--- config.mk ---
export PLATFORM = sky130hd
export DESIGN_NAME = mul24_seq_flat
export DESIGN_NICKNAME = d
export VERILOG_FILES = /design/src/rtl/mul24_seq_if.sv /design/src/rtl/mul24_seq.sv /design/src/flat_wrapper.sv
export SDC_FILE = /design/constraint.sdc
export NUM_CORES = 1
export LEC_CHECK = 0
export CORE_ASPECT_RATIO = 1.2
export CORE_MARGIN = 2
export CORE_UTILIZATION = 50
export CTS_BUF_LIST = sky130_fd_sc_hd__clkbuf_2
export DETAILED_ROUTE_END_ITERATION = 10
export GPL_TIMING_DRIVEN = 0
export MAX_ROUTING_LAYER = met4
export PLACE_DENSITY = 0.69
export SLEW_MARGIN = 40
export SYNTH_ARGS = -nofsm -noshare
export SYNTH_HDL_FRONTEND = slang
export SYNTH_SLANG_ARGS = --single-unit
--- constraint.sdc ---
create_clock -name Clock -period 5.6 [get_ports Clock]
set_input_delay 0.56 -clock Clock [delete_from_list [all_inputs] [get_ports Clock]]
set_output_delay 0.56 -clock Clock [all_outputs]
set_load 0.05 [all_outputs]
--- src/rtl/mul24_seq_if.sv ---
// Operand/result bundle between the ALU issue logic and the sequential multiplier.
// The master side drives a request, and the slave side returns the busy/done status and the registered product.
interface mul24_seq_if #(
  parameter int WIDTH = 24
);
  logic             Start;
  logic             Signed;
  logic [WIDTH-1:0] A;
  logic [WIDTH-1:0] B;
  logic             Busy;
  logic             Done;
  logic [WIDTH-1:0] ProductHi;
  logic [WIDTH-1:0] ProductLo;
  logic             Overflow;

  // Handshake: Start is accepted only while Busy is low. The operands are
  // captured on that edge. Done then pulses for one cycle, WIDTH+1 edges later.
  // The product and overflow flag stay valid from Done until the next Done.
  modport master (
    output Start, Signed, A, B,
    input  Busy, Done, ProductHi, ProductLo, Overflow
  );

  modport slave (
    input  Start, Signed, A, B,
    output Busy, Done, ProductHi, ProductLo, Overflow
  );
endinterface

--- src/rtl/mul24_seq.sv ---
// Sequential shift-and-add multiplier that produces one partial-product bit per clock.
// It handles unsigned or two's-complement operands by multiplying magnitudes and then fixing the sign.
module mul24_seq #(
  parameter int WIDTH = 24
) (
  input  logic        Clock,
  input  logic        Reset_n,
  mul24_seq_if.slave  bus,
  output logic [1:0]  state_dbg
);

   localparam int CW = $clog2(WIDTH + 1);

   typedef enum logic [1:0] {
      S_IDLE = 2'd0,
      S_RUN  = 2'd1,
      S_DONE = 2'd2
   } state_t;

   state_t state, state_nxt;

   logic [WIDTH-1:0]   mcand;
   logic [WIDTH-1:0]   mplier;
   logic [2*WIDTH-1:0] acc;
   logic [CW-1:0]      cnt;
   logic               neg;
   logic               sgn;

   logic [WIDTH-1:0]   hi_q, lo_q;
   logic               ovf_q, busy_q, done_q;

   logic [WIDTH-1:0]   a_mag, b_mag;
   logic [WIDTH:0]     sum;
   logic [2*WIDTH-1:0] res;
   logic               res_ovf;
   logic               steps_done;

   assign steps_done = (cnt == CW'(WIDTH));

   // The magnitude of the most negative value is its own bit pattern, and it fits the unsigned datapath.
   always_comb begin
      a_mag = bus.A;
      b_mag = bus.B;
      if (bus.Signed && bus.A[WIDTH-1]) a_mag = ~bus.A + WIDTH'(1);
      if (bus.Signed && bus.B[WIDTH-1]) b_mag = ~bus.B + WIDTH'(1);
   end

   always_comb begin
      sum = {1'b0, acc[2*WIDTH-1:WIDTH]};
      if (mplier[0]) sum = sum + {1'b0, mcand};
   end

   always_comb begin
      res     = neg ? (~acc + (2*WIDTH)'(1)) : acc;
      res_ovf = sgn ? (res[2*WIDTH-1:WIDTH] != {WIDTH{res[WIDTH-1]}})
                    : (res[2*WIDTH-1:WIDTH] != '0);
   end

   always_ff @(posedge Clock or negedge Reset_n) begin
      if (!Reset_n) state <= S_IDLE;
      else          state <= state_nxt;
   end

   always_comb begin
      state_nxt = state;
      case (state)
         S_IDLE:  if (bus.Start) state_nxt = S_RUN;
         S_RUN:   if (steps_done) state_nxt = S_DONE;
         S_DONE:  state_nxt = S_IDLE;
         default: state_nxt = S_IDLE;
      endcase
   end

   always_ff @(posedge Clock or negedge Reset_n) begin
      if (!Reset_n) begin
         mcand  <= '0;
         mplier <= '0;
         acc    <= '0;
         cnt    <= '0;
         neg    <= 1'b0;
         sgn    <= 1'b0;
         hi_q   <= '0;
         lo_q   <= '0;
         ovf_q  <= 1'b0;
         busy_q <= 1'b0;
         done_q <= 1'b0;
      end else begin
         busy_q <= (state_nxt != S_IDLE);
         done_q <= (state_nxt == S_DONE);
         case (state)
            S_IDLE: begin
               if (bus.Start) begin
                  mcand  <= a_mag;
                  mplier <= b_mag;
                  neg    <= bus.Signed & (bus.A[WIDTH-1] ^ bus.B[WIDTH-1]);
                  sgn    <= bus.Signed;
                  acc    <= '0;
                  cnt    <= '0;
               end
            end
            S_RUN: begin
               if (!steps_done) begin
                  // The carry bit from the upper-half add shifts into the accumulator MSB.
                  acc    <= {sum, acc[WIDTH-1:1]};
                  mplier <= mplier >> 1;
                  cnt    <= cnt + CW'(1);
               end else begin
                  hi_q  <= res[2*WIDTH-1:WIDTH];
                  lo_q  <= res[WIDTH-1:0];
                  ovf_q <= res_ovf;
               end
            end
            default: ;
         endcase
      end
   end

   assign bus.Busy      = busy_q;
   assign bus.Done      = done_q;
   assign bus.ProductHi = hi_q;
   assign bus.ProductLo = lo_q;
   assign bus.Overflow  = ovf_q;
   assign state_dbg     = state;

endmodule

--- src/flat_wrapper.sv ---
// flat-port wrapper written by rule: the top's interface ports become plain ports
module mul24_seq_flat 
#(
  parameter int WIDTH = 24
)
  (Clock, Reset_n, state_dbg, bus_Start, bus_Signed, bus_A, bus_B, bus_Busy, bus_Done, bus_ProductHi, bus_ProductLo, bus_Overflow);
  mul24_seq_if #(.WIDTH(WIDTH)) bus_i ();
  input  logic Clock;
  input  logic Reset_n;
  output logic [1:0] state_dbg;
  input wire logic [$bits(bus_i.Start)-1:0] bus_Start;
  input wire logic [$bits(bus_i.Signed)-1:0] bus_Signed;
  input wire logic [$bits(bus_i.A)-1:0] bus_A;
  input wire logic [$bits(bus_i.B)-1:0] bus_B;
  output wire logic [$bits(bus_i.Busy)-1:0] bus_Busy;
  output wire logic [$bits(bus_i.Done)-1:0] bus_Done;
  output wire logic [$bits(bus_i.ProductHi)-1:0] bus_ProductHi;
  output wire logic [$bits(bus_i.ProductLo)-1:0] bus_ProductLo;
  output wire logic [$bits(bus_i.Overflow)-1:0] bus_Overflow;
  assign bus_i.Start = bus_Start;
  assign bus_i.Signed = bus_Signed;
  assign bus_i.A = bus_A;
  assign bus_i.B = bus_B;
  assign bus_Busy = bus_i.Busy;
  assign bus_Done = bus_i.Done;
  assign bus_ProductHi = bus_i.ProductHi;
  assign bus_ProductLo = bus_i.ProductLo;
  assign bus_Overflow = bus_i.Overflow;
  mul24_seq #(.WIDTH(WIDTH)) u_core (.Clock(Clock), .Reset_n(Reset_n), .bus(bus_i), .state_dbg(state_dbg));
endmodule
==> Yosys cells after proc, flatten, opt, wreduce, memory -nomap -nowiden <==
Index checks and enable logic that the tools add are counted.
{ "word_totals": {"regBits": 156, "inputBits": 52, "output_inout_bits": 53, "word_cells": 54} }
{ "classes": {"addsub": 5, "eq_ne": 6, "muxes": 17, "bitwise": 5, "reduce_logical": 9} }
{ "op_table": {"columns": ["operator", "count"], "rows": [
  ["two-way mux 48 bit", 3],
  ["two-way mux 24 bit", 4],
  ["one-hot mux 48 bit (2 select lines)", 1],
  ["adder 24 x 1 -> 24 bit, second input constant", 2],
  ["adder 48 x 1 -> 48 bit, second input constant", 1],
  ["NOT 24 bit", 2],
  ["NOT 48 bit", 1],
  ["one-hot mux 24 bit (2 select lines)", 1],
  ["adder 24 x 24 -> 25 bit", 1],
  ["two-way mux 25 bit", 1],
  ["!= test 24 bit", 1],
  ["nonzero test 24 bit", 1],
  ["two-way mux 5 bit", 2],
  ["one-hot mux 5 bit (2 select lines)", 1],
  ["adder 5 x 1 -> 5 bit, second input constant", 1],
  ["== test 5 bit, second input constant", 1],
  ["two-way mux 2 bit", 2],
  ["!= test 2 bit, second input constant", 2],
  ["one-hot mux 2 bit (2 select lines)", 1],
  ["AND reduction 2 bit", 2],
  ["nonzero test 2 bit", 2],
  ["AND reduction 3 bit", 1],
  ["== test 2 x 1 -> 1 bit, second input constant", 1],
  ["== test 2 bit, second input constant", 1],
  ["5 further kinds", 6]
]} }

==> Logic depth before layout (Yosys ltp) <==
{ "depth": {"word_depth": 5, "depth_mapped": 13, "ltp_nobuf": 12} }

==> Worst setup path after synthesis <==
No wires, ideal clock.
{ "synth_path": {"kind": "register -> register", "from": "register u_core.acc[30]", "to": "register u_core.ovf_q (netlist: u_core.bus.Overflow)", "setup_time_ps": 128, "t_arrival_ps": 3538, "slack_ps": 1933, "path_stages_with_launch": 12, "period_less_slack_ps": 3667, "path_cell_list": "dfrtp_1 -> buf_6 -> or4_4 -> or4_4 -> or4_4 -> buf_6 -> o41ai_2 -> xor2_1 -> nand4_1 -> or4_1 -> o31ai_1 -> a21oi_1"} }
{ "synth_via": {"elab_chain_len": 5, "word_cells_on_any_way": 6, "cone_classes": "add/sub: 1; eq/ne: 1; mux: 2; bitwise: 1; reduce/logical: 1"} }
{ "synth_rtl": {"columns": ["element", "line_no", "text"], "rows": [
  ["start: declaration", "mul24_seq.sv:24", "logic [2*WIDTH-1:0] acc;"],
  ["start signal: assignment", "mul24_seq.sv:104", "acc <= {sum, acc[WIDTH-1:1]};"],
  ["NOT 48 bit", "mul24_seq.sv:54", "res = neg ? (~acc + (2*WIDTH)'(1)) : acc;"],
  ["adder 48 x 1 -> 48 bit", "mul24_seq.sv:54", null],
  ["two-way mux 48 bit (*)", "mul24_seq.sv:54", null],
  ["!= test 24 bit / nonzero test 24 bit (equally long branches)", "mul24_seq.sv:55, mul24_seq.sv:56", null],
  ["two-way mux 1 bit (*)", "mul24_seq.sv:55", "res_ovf = sgn ? (res[2*WIDTH-1:WIDTH] != {WIDTH{res[WIDTH-1]}})"],
  ["end signal: assignment", "mul24_seq.sv:110", "ovf_q <= res_ovf;"],
  ["end: declaration", "mul24_seq.sv:30", "logic ovf_q, busy_q, done_q;"]
]} }
Mark *: on every way between the ends. The rest lies on a longest branch, timed or not.
A chain may end at the register's enable or synchronous reset.

==> Worst setup path after layout <==
Ends and elaborated chain as after synthesis.

==> results.tsv <==
stage	metric	value	unit
critical_path	cpMaxStageDelayCell	or4_4	
critical_path	path_cells	buf_6 > or4_4 > or4_4 > or4_4 > buf_6 > o41ai_2 > xor2_1 > nand4_1 > or4_1 > o31ai_1 > a21oi_1	
floorplanning	pin_count	105	
placed_design	portBuffers	104	
critical_path	critical_path_class	flop to flop	
route	ant_nets	0	
clock_tree	clk_latency	0.78	ns
route	drc	0	
timing	finalCritPeriodShare	0.728	
clock_tree	cts.sinks	156	
floorplanning	die_w	130	microns
outcome	status	finished clean	
power_and_ir_drop	power.ir.vdd_worst	249	uV
floorplanning	num_rows	55	
final_layout	drive_gt1_frac	0.0466	
timing	fmax	245	MHz
clock_tree	clk_path_buf_depth	2	
timing	worst_pin_slew	0.665	ns
critical_path	worst_ep_required_time	6.28	ns
logic_synthesis	synth_fa_ha_area_frac	0.0404	
timing	finClkSkew	0.0379	ns
final_layout	syn2layout_area_growth	17.5	%
clock_tree	cts_tree	done	
logic_synthesis	synth.avg_cell_area	8.57	sq um
route	vias_per_cell	5.66	
placed_design	place_congestion	0.928	
floorplanning	die_area	20100	sq um
worst_hold_path	hold_class	primary input to asynchronous set/reset pin	
logic_synthesis	ys.flop_type	dfrtp_1	
power_and_ir_drop	switchingPower	3.32	mW
grt	grt_pass1_wl	41.3	mm
power_and_ir_drop	power_density	592	nW/um^2
power_and_ir_drop	power.share.sequential	0.321	
clock_tree	post_cts_resize_count	0	
final_layout	mostFrequentLayoutCell	dfrtp_1	
timing	slew_headroom	0.553	
logic_synthesis	async_reset_ff_frac	1.00	
logic_synthesis	yosys.cell_types.count	54	
placed_design	hpwl	18.4	mm
timing	slew_violations	0	
grt	overflow	0	
logic_synthesis	netlist_area	9470	sq um
logic_synthesis	synth_compound_area_frac	0.195	
power_and_ir_drop	clockPowerShare	0.092	
route	vias	8489	
logic_synthesis	yosysWarningCount	0	
timing	grt_setup_unrepaired	no	
power_and_ir_drop	comb_power_share	0.587	
critical_path	start_kind	flop	
power_and_ir_drop	p_leak	4.75	nW
critical_path	cp_common_cell	or4_4	
logic_synthesis	synthSimpleGateAreaFrac	0.198	
clock_tree	path_clk_slew	0.25	ns
logic_synthesis	yosys.area.top_type	dfrtp_1	
logic_synthesis	ys_seq_elements	156	
critical_path	reg2reg_to	u_core.bus.Overflow	
critical_path	cp.arrival	4.75	ns
timing	hold_viol	0	
final_layout	final_core_util	0.595	
logic_synthesis	synth_top_area_share	0.412	
route	routed_wl	24.5	mm
critical_path	path_max_fanout	7	
logic_synthesis	seq_area_frac_synth	0.412	
critical_path	r2r-start	u_core.acc[30]	
grt	grt_pass1_vias	8195	
critical_path	r2r_setup_slack	1.52	ns
power_and_ir_drop	swShare	0.504	
final_layout	stdcell_count	1501	
critical_path	critical-path-max-stage-delay	0.54	ns
logic_synthesis	synth_top_family_by_area	simple AND/OR/NAND/NOR gates	
logic_synthesis	synthXorXnorAreaFrac	0.0981	
final_layout	fin_nets	1313	
clock_tree	ctsRootBufferMaster	clkbuf_2	
critical_path	reg2reg_depth	11	
logic_synthesis	synthCells	1105	
clock_tree	numCtsBuffers	17	
timing	final.min_clock_period	4.08	ns
timing	setup_viol	0	
logic_synthesis	synth_edf_count	0	
power_and_ir_drop	p_int	3.27	mW
power_and_ir_drop	power	6.58	mW
grt	antenna_found_initial	1	
floorplanning	start_util	0.506	
floorplanning	core-area	18700	sq um
run	drv_cap	0	
logic_synthesis	synth_nets	1187	
placed_design	dp.cells	1467	
route	drtIter0Drc	557	
route	first_pass_iters	5	
final_layout	mostFrequentLayoutCells	dfrtp_1, nand2_1, nor2_1	
floorplanning	die_h	155	microns
logic_synthesis	yosys-top-cells-area	dfrtp_1, xor2_1, a21oi_1	
clock_tree	htreeDepth	4	
logic_synthesis	post_synth_mux_area_share	0.0213	
route	avgRoutedWirePerCell	16.3	microns
grt	grt_usage	0.264	
grt	grt_max_degree	68	
critical_path	endpoint_kind	flop	
[synth_stat cells (6+ instances only)]
master and number:
nand2_1 134, o31ai_1 24, or2_2 7, buf_1 8, clkbuf_1 53, mux2_2 9
and3_1 8, and2_1 6, a21o_1 16, mux2i_1 10, dfrtp_1 156, xor2_1 63
a21oi_1 107, or3_1 17, or4_1 9, nor2_1 109, ha_1 29, nand2b_1 9
inv_1 20, nand4_1 9, o41ai_1 12, a31oi_1 17, nor3_1 13, nor4_1 12
nand3_1 49, o21ai_0 99, xnor2_1 43, nor2b_1 6
[flip-flops by register name, indices dropped and copies added, names as in the netlist]
signal / cells
u_core.acc: 48
u_core.bus.ProductHi: 24
u_core.bus.ProductLo: 24
u_core.mcand: 24
u_core.mplier: 24
u_core.cnt: 5
u_core.state_dbg: 2
u_core.bus.Busy: 1
u_core.bus.Done: 1
u_core.bus.Overflow: 1
u_core.neg: 1
u_core.sgn: 1
[worst max-delay path by stage]
stage,start,to,slack [ns],cells past startpoint
2_1_floorplan,u_core.acc[30],u_core.bus.Overflow,1.93,11
3_3_place_gp,Reset_n,u_core.mplier[11],-2.36,1
3_5_place_dp,u_core.acc[30],u_core.bus.Overflow,1.57,11
4_1_cts,u_core.acc[30],u_core.bus.Overflow,1.54,11
5_1_grt,u_core.acc[30],u_core.bus.Overflow,1.27,11
6_report,u_core.acc[30],u_core.bus.Overflow,1.52,11
[power groups by stage]
stage / logic [mW] / clock network [mW] / registers, mW
floorplan: 2.22 / 0 / 2.61
detailed placement: 3.84 / 0 / 2.14
finish: 3.86 / 0.608 / 2.11
global route: 4.29 / 0.667 / 2.19
CTS: 3.86 / 0.622 / 2.11
global placement: 3.77 / 0 / 2.12
[critical path, delay by kind of cell, from the launching register on]
kind,cells,cell delay [ns]
buffers and inverters,2,0.29
and+or+nand+nor,5,2.19
AOI/OAI and AO/OA,3,0.60
xor gates and xnor gates,1,0.45
DFF,1,0.45
[routing by layer]
layer,vias up,GRT usage,share of wire,wire [microns]
met3,35,0.0353,0.044,1070
met5,-,-,0,0
met2,234,0.431,0.49,12000
li1,4189,-,-,-
met4,0,0.0835,0.019,462
met1,4031,0.341,0.45,11000
[stage by stage]
| stage | TNS [ns] | hold WS, ns | setup slack, ns | cell area, sq um |
|---|---|---|---|---|
| 3_5_place_dp | 0 | 0.416 | 1.57 | 10900 |
| 4_1_cts | 0 | 0.135 | 1.54 | 11100 |
| 6_report | 0 | 0.172 | 1.52 | 11100 |
| 5_1_grt | 0 | 0.127 | 1.27 | 11100 |
| 2_1_floorplan | 0 | 0.264 | 1.93 | 9470 |
| 3_3_place_gp | -365.60 | 0.457 | -2.36 | 10800 |
[cells by family after synthesis]
logic type	count (synthesis)
muxes	19
adders and majority gates	30
AOI/OAI and AO/OA	310
xor gates and xnor gates	106
buffers and inverters	83
and+or+nand+nor	401
DFF	156
[what timing repair did]
action / CTS / global route
hold buffers: 1 / 0
hold endpoints to repair: 156 / 0
buffers inserted: 0 / 0
[area by class of cell]
class,instances,area [sq um]
fillers,1802,7590
multi-input cells,866,5240
flip-flops and latches,156,3900
repair buffers,107,1110
well taps,256,320
plain buffers,63,251
clock inverters,15,136
clock buffers,17,85.1
inverters,20,75.1
diodes,1,2.50
Power figures use the tool's default switching activity.
